File: config.mk
export PLATFORM = sky130hd
export DESIGN_NAME = chaos_keystream_gen_flat
export DESIGN_NICKNAME = d
export VERILOG_FILES = /design/src/rtl/chaos_keystream_gen_if.sv /design/src/rtl/chaos_keystream_gen.sv /design/src/flat_wrapper.sv
export SDC_FILE = /design/constraint.sdc
export NUM_CORES = 2
export LEC_CHECK = 0
export ABC_AREA = 1
export CORE_MARGIN = 1
export CORE_UTILIZATION = 40
export DETAILED_ROUTE_END_ITERATION = 16
export PLACE_DENSITY = 0.67
export SETUP_SLACK_MARGIN = 0.15
export SYNTH_ARGS = -nofsm -noshare
export SYNTH_HDL_FRONTEND = slang
export SYNTH_SLANG_ARGS = --single-unit
File: constraint.sdc
create_clock -name clk -period 12.3 [get_ports clk]
set_input_delay 1.23 -clock clk [delete_from_list [all_inputs] [get_ports clk]]
set_output_delay 1.23 -clock clk [all_outputs]
set_load 0.01 [all_outputs]
File: src/rtl/chaos_keystream_gen_if.sv
// Keystream handshake bundle between the chaos keystream source and its consumer.
// XW/YW/ZW must match the coordinate widths the generator derives from its extents.
interface chaos_keystream_gen_if #(
    parameter int XW = 2,
    parameter int YW = 2,
    parameter int ZW = 2
);
    logic          start;
    logic [127:0]  K;
    logic [7:0]    F;
    logic          ks_valid;
    logic          ks_ready;
    logic [7:0]    ks_byte;
    logic [XW-1:0] ks_x;
    logic [YW-1:0] ks_y;
    logic [ZW-1:0] ks_z;
    logic          ks_last;
    logic          busy;
    logic          done;

    modport master (
        output start, K, F, ks_ready,
        input  ks_valid, ks_byte, ks_x, ks_y, ks_z, ks_last, busy, done
    );

    modport slave (
        input  start, K, F, ks_ready,
        output ks_valid, ks_byte, ks_x, ks_y, ks_z, ks_last, busy, done
    );
endinterface

File: src/rtl/chaos_keystream_gen.sv
// Logistic-map keystream source: seeds from the key, discards WARMUP iterations,
// then streams one masked byte per handshake in z-fastest raster order.
module chaos_keystream_gen #(
    parameter int MAX_X  = 4,
    parameter int MAX_Y  = 4,
    parameter int MAX_Z  = 3,
    parameter int WARMUP = 64
) (
    input logic clk,
    input logic rst_n,
    chaos_keystream_gen_if.slave ks
);
    localparam int XW = (MAX_X > 1) ? $clog2(MAX_X) : 1;
    localparam int YW = (MAX_Y > 1) ? $clog2(MAX_Y) : 1;
    localparam int ZW = (MAX_Z > 1) ? $clog2(MAX_Z) : 1;
    localparam int WW = $clog2(WARMUP + 1);

    typedef enum logic [1:0] {S_IDLE, S_WARM, S_RUN, S_DONE} state_t;

    state_t        state_q, state_d;
    logic [15:0]   x, r;
    logic [7:0]    mask;
    logic [WW-1:0] wcnt;
    logic [XW-1:0] nx;
    logic [YW-1:0] ny;
    logic [ZW-1:0] nz;
    logic [15:0]   x_next, seed;
    logic [3:0]    f_eff;
    logic [7:0]    mask_in;
    logic          slot_free, last_hs, at_end;

    // x_next = (r * x * (1 - x)) in Q0.16; r < 4 and x(1-x) <= 0.25 keep it in range
    function automatic logic [15:0] map_step(input logic [15:0] xv, input logic [15:0] rv);
        logic [16:0] om;
        logic [31:0] t;
        logic [47:0] p;
        om = 17'h10000 - {1'b0, xv};
        t  = {16'b0, xv} * {15'b0, om};
        p  = {32'b0, rv} * {16'b0, t};
        return 16'(p >> 30);
    endfunction

    assign x_next    = map_step(x, r);
    assign seed      = (ks.K[127:112] == 16'h0) ? 16'h5A5A : ks.K[127:112];
    assign f_eff     = (ks.F == 8'd0 || ks.F > 8'd8) ? 4'd8 : ks.F[3:0];
    assign mask_in   = 8'hFF >> (4'd8 - f_eff);
    assign slot_free = !ks.ks_valid || ks.ks_ready;
    assign last_hs   = ks.ks_valid && ks.ks_ready && ks.ks_last;
    assign at_end    = (nx == XW'(MAX_X - 1)) && (ny == YW'(MAX_Y - 1)) && (nz == ZW'(MAX_Z - 1));

    assign ks.busy = (state_q != S_IDLE);
    assign ks.done = (state_q == S_DONE);

    always_ff @(posedge clk or negedge rst_n) begin
        if (!rst_n) state_q <= S_IDLE;
        else        state_q <= state_d;
    end

    always_comb begin
        state_d = state_q;
        case (state_q)
            S_IDLE: if (ks.start) state_d = S_WARM;
            S_WARM: if (wcnt == WW'(WARMUP - 1)) state_d = S_RUN;
            S_RUN:  if (last_hs) state_d = S_DONE;
            S_DONE: state_d = S_IDLE;
            default: state_d = S_IDLE;
        endcase
    end

    always_ff @(posedge clk or negedge rst_n) begin
        if (!rst_n) begin
            x           <= '0;
            r           <= '0;
            mask        <= '0;
            wcnt        <= '0;
            nx          <= '0;
            ny          <= '0;
            nz          <= '0;
            ks.ks_valid <= 1'b0;
            ks.ks_byte  <= '0;
            ks.ks_x     <= '0;
            ks.ks_y     <= '0;
            ks.ks_z     <= '0;
            ks.ks_last  <= 1'b0;
        end else begin
            case (state_q)
                S_IDLE: if (ks.start) begin
                    x           <= seed;
                    r           <= {3'b111, ks.K[111:99]};
                    mask        <= mask_in;
                    wcnt        <= '0;
                    nx          <= '0;
                    ny          <= '0;
                    nz          <= '0;
                    ks.ks_valid <= 1'b0;
                    ks.ks_last  <= 1'b0;
                end
                S_WARM: begin
                    x    <= x_next;
                    wcnt <= wcnt + 1'b1;
                end
                S_RUN: if (slot_free) begin
                    if (last_hs) begin
                        ks.ks_valid <= 1'b0;
                        ks.ks_last  <= 1'b0;
                    end else begin
                        // map advances only when a byte is loaded, so stalls freeze it
                        x           <= x_next;
                        ks.ks_byte  <= x_next[15:8] & mask;
                        ks.ks_x     <= nx;
                        ks.ks_y     <= ny;
                        ks.ks_z     <= nz;
                        ks.ks_last  <= at_end;
                        ks.ks_valid <= 1'b1;
                        if (nz == ZW'(MAX_Z - 1)) begin
                            nz <= '0;
                            if (ny == YW'(MAX_Y - 1)) begin
                                ny <= '0;
                                nx <= (nx == XW'(MAX_X - 1)) ? '0 : nx + 1'b1;
                            end else begin
                                ny <= ny + 1'b1;
                            end
                        end else begin
                            nz <= nz + 1'b1;
                        end
                    end
                end
                default: ;
            endcase
        end
    end
endmodule

File: src/flat_wrapper.sv
// flat-port wrapper written by rule: the top's interface ports become plain ports
module chaos_keystream_gen_flat 
#(
    parameter int MAX_X  = 4,
    parameter int MAX_Y  = 4,
    parameter int MAX_Z  = 3,
    parameter int WARMUP = 64
)
  (clk, rst_n, ks_start, ks_K, ks_F, ks_ks_ready, ks_ks_valid, ks_ks_byte, ks_ks_x, ks_ks_y, ks_ks_z, ks_ks_last, ks_busy, ks_done);
  chaos_keystream_gen_if #(.XW(2), .YW(2), .ZW(2)) ks_i ();
  input logic clk;
  input logic rst_n;
  input wire logic [$bits(ks_i.start)-1:0] ks_start;
  input wire logic [$bits(ks_i.K)-1:0] ks_K;
  input wire logic [$bits(ks_i.F)-1:0] ks_F;
  input wire logic [$bits(ks_i.ks_ready)-1:0] ks_ks_ready;
  output wire logic [$bits(ks_i.ks_valid)-1:0] ks_ks_valid;
  output wire logic [$bits(ks_i.ks_byte)-1:0] ks_ks_byte;
  output wire logic [$bits(ks_i.ks_x)-1:0] ks_ks_x;
  output wire logic [$bits(ks_i.ks_y)-1:0] ks_ks_y;
  output wire logic [$bits(ks_i.ks_z)-1:0] ks_ks_z;
  output wire logic [$bits(ks_i.ks_last)-1:0] ks_ks_last;
  output wire logic [$bits(ks_i.busy)-1:0] ks_busy;
  output wire logic [$bits(ks_i.done)-1:0] ks_done;
  assign ks_i.start = ks_start;
  assign ks_i.K = ks_K;
  assign ks_i.F = ks_F;
  assign ks_i.ks_ready = ks_ks_ready;
  assign ks_ks_valid = ks_i.ks_valid;
  assign ks_ks_byte = ks_i.ks_byte;
  assign ks_ks_x = ks_i.ks_x;
  assign ks_ks_y = ks_i.ks_y;
  assign ks_ks_z = ks_i.ks_z;
  assign ks_ks_last = ks_i.ks_last;
  assign ks_busy = ks_i.busy;
  assign ks_done = ks_i.done;
  chaos_keystream_gen #(.MAX_X(MAX_X), .MAX_Y(MAX_Y), .MAX_Z(MAX_Z), .WARMUP(WARMUP)) u_core (.clk(clk), .rst_n(rst_n), .ks(ks_i));
endmodule
== After elaboration in Yosys (flattened, before gate mapping) ==
Cells that the tools add are included.

* Output and inout bits: 18
* Word-level logic and storage cells: 98
* Flip-flop bits (word level): 69
* Bits of input ports: 140

* Equal/unequal tests: 14
* $mul: 2
* Shifts and indexed selects: 1
* Add/sub/neg operators: 6
* Muxes and demuxes: 35
* $lt $le $gt $ge: 1
* Reduce and logical (&&, ||, !) cells: 23
* Bitwise logic cells: 2

{| class="wikitable"
|+ Operators with widths
! kind !! number
|-
| $mux W16 || 4
|-
| $pmux W16 S3 || 1
|-
| $mul A16 B32 Y46 || 1
|-
| $mul A16 B17 Y32 || 1
|-
| $mux W2 || 16
|-
| $sub A17 B16 Y17 const A || 1
|-
| $logic_not A16 Y1 || 1
|-
| $pmux W7 S2 || 1
|-
| $pmux W2 S2 || 3
|-
| $eq A2 B2 Y1 const B || 5
|-
| $ne A2 B1 Y1 const B || 5
|-
| $reduce_and A3 Y1 || 3
|-
| $and A8 B8 Y8 || 1
|-
| $gt A8 B4 Y1 const B || 1
|-
| $logic_not A8 Y1 || 1
|-
| $pmux W2 S4 || 1
|-
| $reduce_and A4 Y1 || 2
|-
| $shr A8 B4 Y8 const A || 1
|-
| $add A7 B1 Y7 const B || 1
|-
| $eq A7 B6 Y1 const B || 1
|-
| $mux W7 || 1
|-
| $add A2 B1 Y2 const B || 3
|-
| $reduce_and A6 Y1 || 1
|-
| $reduce_bool A2 Y1 || 3
|-
| other kinds (14) || 25
|}

== Longest topological paths before layout ==
* Depth in word-level cells: 7
* Depth in mapped cells: 57
* Depth with buffers taken out: 56

== Least setup slack after synthesis ==
Ideal clock, no wire load.

* Kind: reg-to-reg
* Start: reg u_core.x[0]
* End: reg u_core.x[12]
* Clock period less this slack: 11.135 ns
* Cell stages (with the launch flop): 54
* Path buffers: 2
* Library setup time: 0.134 ns
* Data required time: 12.166 ns
* Setup slack: 1.165 ns
* Data arrival time: 11.001 ns
* Cells stage by stage: dfrtp_1 inv_1 ha_1 nand3_1 nor3_1 nand3_1 nor3_1 ha_1 inv_1 clkbuf_1 nand2_1 fa_1 fa_1 inv_1 fa_1 fa_1 fa_1 inv_1 [18 not listed] fa_1 fa_1 inv_1 fa_1 inv_1 ha_1 nand2_1 nor2_1 and2_1 nand2_1 nor2_1 nand2_1 o21ai_0 nor2_1 nand3_1 nand3_1 nand2_1 o21ai_0

* Longest elaborated chain between the ends: 6

{| class="wikitable"
|+ Ends and longest elaborated chain
! element !! line !! text
|-
| start, declared || chaos_keystream_gen.sv:21 || <nowiki>logic [15:0] x, r;</nowiki>
|-
| start signal, assigned || chaos_keystream_gen.sv:99 || <nowiki>x <= x_next;</nowiki>
|-
| start signal, assigned || chaos_keystream_gen.sv:108 || <nowiki>x <= x_next;</nowiki>
|-
| $sub A17 B16 Y17 || chaos_keystream_gen.sv:37 || <nowiki>om = 17'h10000 - {1'b0, xv};</nowiki>
|-
| $mul A16 B17 Y32 (*) || chaos_keystream_gen.sv:38 || <nowiki>t = {16'b0, xv} * {15'b0, om};</nowiki>
|-
| $mul A16 B32 Y46 (*) || chaos_keystream_gen.sv:39 || <nowiki>p = {32'b0, rv} * {16'b0, t};</nowiki>
|-
| $mux W16 || chaos_keystream_gen.sv:103 || <nowiki>if (last_hs) begin</nowiki>
|-
| $mux W16 || chaos_keystream_gen.sv:102 || <nowiki>S_RUN: if (slot_free) begin</nowiki>
|-
| $pmux W16 S3 (*) || chaos_keystream_gen.sv:86 || <nowiki>case (state_q)</nowiki>
|}

Every way passes the cells marked *; elsewhere a longest branch is shown, timed or not. The select of a mux whose other input is x is not followed.
A chain may end at the register's enable or synchronous reset.

== Final worst setup path ==
* Start: reg u_core.x[0]
* End: reg u_core.ks.ks_byte[4]

* Longest elaborated chain between the ends: 4

{| class="wikitable"
|+ Ends and longest elaborated chain
! element !! line !! text
|-
| $sub A17 B16 Y17 || chaos_keystream_gen.sv:37 ||
|-
| $mul A16 B17 Y32 (*) || chaos_keystream_gen.sv:38 ||
|-
| $mul A16 B32 Y46 (*) || chaos_keystream_gen.sv:39 ||
|-
| $and A8 B8 Y8 (*) || chaos_keystream_gen.sv:109 || <nowiki>ks.ks_byte <= x_next[15:8] & mask;</nowiki>
|-
| end signal, assigned || chaos_keystream_gen.sv:109 ||
|-
| end, declared || chaos_keystream_gen_if.sv:28 || <nowiki>output ks_valid, ks_byte, ks_x, ks_y, ks_z, ks_last, busy, done</nowiki>
|}

Every way passes the cells marked *; elsewhere a longest branch is shown, timed or not.

==> results by group <==
STA
  • Unrepaired setup endpoints after global routing: true
  • Period utilization: 0.9679
  • Layout Skew: 10.64 ps
  • Worst-margin pin slew: 964.7 ps
  • Finish-stage setup viols: 0
  • Hold Violations, Final: 0
  • Slew HR: 0.3569
  • Fmax: 83.99 MHz
  • Slew Viols, Final: 0
  • TNS Setup: 0 ps
  • Final min period: 11910 ps

Min path
  • Hold Crit Start: u_core.mask[0]$_DFFE_PN0P_
  • Hold Crit Class: reg2reg
  • Hold depth: 1
  • Worst Hold End: u_core.mask[0]$_DFFE_PN0P_

Cells and area
  • Sequential Area: 0.001727 mm²
  • Area occupied by multi-input gates: 0.02380 mm²
  • Fillers: 6936
  • Share of layout cells above drive strength 1: 0.1704
  • P&R area growth vs syn: 20.21%
  • Core Util, Final: 0.4864
  • Nets@finish: 4940

Synthesis
  • Post-Syn Area: 0.02838 mm²
  • Largest area contributor in the netlist: fa_1
  • Top cells by count, synth: 941 x inv_1, 723 x nand2_1, 624 x fa_1, 347 x nor2_1, 238 x ha_1
  • Avg Inst Size Synth: 7.897 µm²
  • Ys flop type: dfrtp_1
  • Ranking of synthesized cells by area: fa_1 44%, inv_1 12%, ha_1 10%
  • Most common cell in the synthesized netlist: inv_1
  • Post-synth EDFFs: 0
  • Seq/Total Area, Yosys: 0.06084
  • Cells after synthesis: 3594
  • Async SR Flop Fraction: 1.000
  • Synth unique cells: 58
  • YS warnings: 0
  • Yosys top cell area share: 0.4401
  • Flops & latches, synth: 69

Global routing
  • Pin count of the biggest net entering global routing: 70
  • Initial antenna violation count: 0
  • Grt total ovfl: 0
  • First-pass GRT wire length: 133.7 mm
  • Gr usage total: 0.2428
  • Vias in the first global route: 24685

Place
  • Port Buf Inserts: 58
  • Detailed Place HPWL: 71.54 mm
  • Gpl congestion: 0.9710

Clock tree
  • Htree depth: 3
  • Clock root buffer master: clkbuf_16
  • Hold buffer count at cts: 0
  • CTS tree: built
  • Clk_lat worst skew: 380 ps
  • Clk slew on worst S/H paths: 70 ps
  • CTS Buf Count: 9
  • Max Root-Sink Buffers: 2
  • Clock Sinks: 69

Worst setup path
  • CP most frequent cell: fa_1
  • R2R Path Start: u_core.x[0]$_DFFE_PN0P_
  • CP top delay family: adder cells
  • CP max stage cell: fa_2
  • Critical path startpoint category: flop
  • CP max FO: 6
  • R2R Setup Slk: 390 ps
  • Critical path class: reg2reg
  • Largest stage delay on the critical path: 600 ps
  • Worst EP required: 12610 ps
  • Setup crit start: u_core.x[0]$_DFFE_PN0P_
  • CP Capture Type: flop
  • Arr. time, crit path: 12220 ps
  • Reg-to-Reg End: u_core.ks.ks_byte[4]$_DFFE_PN0P_
  • R2r worst-path depth: 54
  • Crit path buf inv count: 18

Flow run
  • Maxcap violations: 0

Die
  • Die width: 268.4 µm
  • Ports: 158
  • Core Area: 0.07015 mm²
  • Die Area: 0.07203 mm²
  • Die H: 268.4 µm
  • Row count: 97
  • Starting Density: 0.4046

Drt
  • DR vias: 24189
  • Wirelength, routed: 84.87 mm
  • Per-cell routed wire length: 17.38 µm
  • Via density: 4.953
  • Antenna viol nets, final: 0
  • Drt first pass iters: 6
  • Iter 0 DRT Violations: 1531
  • DRC: 0

Outcome
  • Status: complete, no violations
[repair_timing]
item	in CTS	in global routing
resized for setup	34	265
pin swaps	8	99
buffers inserted	6	23
gates cloned	0	2
endpoints found under the setup margin	24	24
[cell usage in the layout, fill, tap and decap left out, types with 8 or more instances in the layout]
cell and instances:
a21oi_1 86, a21oi_2 21, buf_12 11, buf_4 346
clkbuf_16 10, clkdlybuf4s50_1 57, clkinv_1 8, conb_1 13
dfrtp_1 69, fa_1 613, fa_2 11, ha_1 218
ha_4 20, inv_1 915, inv_2 28, nand2_1 685
nand2_2 40, nand2_4 14, nand3_1 115, nand3_2 16
nand4_1 24, nor2_1 299, nor2_2 43, nor2_4 10
nor3_1 14, nor3_2 10, o21ai_0 62, o21ai_1 15
o21bai_1 9, or2_1 16, or2_2 18, xnor2_1 8
xor2_1 10
[worst register-to-register path: cells and delay by family, from the launching register on]
| kind | cells | cell delay, ps |
|---|---|---|
| buf+inv | 18 | 1920 |
| fa+ha+maj | 15 | 7000 |
| compound gates | 3 | 320 |
| xor+xnor | 1 | 220 |
| flops | 1 | 400 |
| simple gates | 17 | 1940 |
[flip-flops by register name (all words and copies together) (netlist names)]
| name | count |
|---|---|
| u_core.ny | 2 |
| u_core.wcnt | 7 |
| u_core.ks.ks_last | 1 |
| u_core.ks.ks_valid | 1 |
| u_core.x | 16 |
| u_core.state_q | 2 |
| u_core.r | 14 |
| u_core.ks.ks_y | 2 |
| u_core.ks.ks_z | 2 |
| u_core.ks.ks_x | 2 |
| u_core.mask | 8 |
| u_core.nz | 2 |
| u_core.ks.ks_byte | 8 |
| u_core.nx | 2 |
[cell type report]
cell class / instances / share of cell area
inverter: 960 / 0.1065
multi-input combinational: 2476 / 0.6975
timing repair buffer: 422 / 0.1024
clock buffer: 9 / 0.006601
tap: 940 / 0.03447
sequential: 69 / 0.05061
clock inverter: 7 / 0.001907
antenna: 1 / 0.00007334
[cell families after synthesis]
logic type               synth area share
AO/OA/AOI/OAI                     0.04968
buffers and inverters              0.1419
other                           0.0002646
adder cells (fa/ha/maj)            0.5451
AND/OR/NAND/NOR                    0.1956
flip-flops                        0.06084
XOR/XNOR                         0.006745
[worst max path at each step]
stage	end	slack [ps]	depth (start not counted)
floorplan	u_core.x[12]$_DFFE_PN0P_	1160	53
global placement	u_core.x[12]$_DFFE_PN0P_	-150	48
detailed placement	u_core.x[12]$_DFFE_PN0P_	-180	46
CTS	u_core.x[10]$_DFFE_PN0P_	140	50
global route	u_core.x[11]$_DFFE_PN0P_	-6	54
finish	u_core.ks.ks_byte[4]$_DFFE_PN0P_	390	54
[metal layers]
metal  track usage  part of all wire  vias up
met5             0                 0        -
met4        0.1035             0.046        0
met3       0.02804             0.066      167
met2        0.3960              0.47      865
met1        0.3270              0.42    11962
li1              -                 -    11195
[metrics by stage]
stage          cell area [µm²]  hold slack, ps  cells  setup slack, ps
3_3_place_gp             32380           453.8   4836           -154.2
5_1_grt                  34120           499.9   4883           -6.053
4_1_cts                  32870           479.4   4858            141.0
2_1_floorplan            28420           440.5   3605             1165
3_5_place_dp             32380           464.9   4836           -181.2
6_report                 34120           474.5   4884            394.5
Power is left out: the tool's default activity adds up to more than one toggle a clock period on the data nets, which glitch-free logic cannot reach.
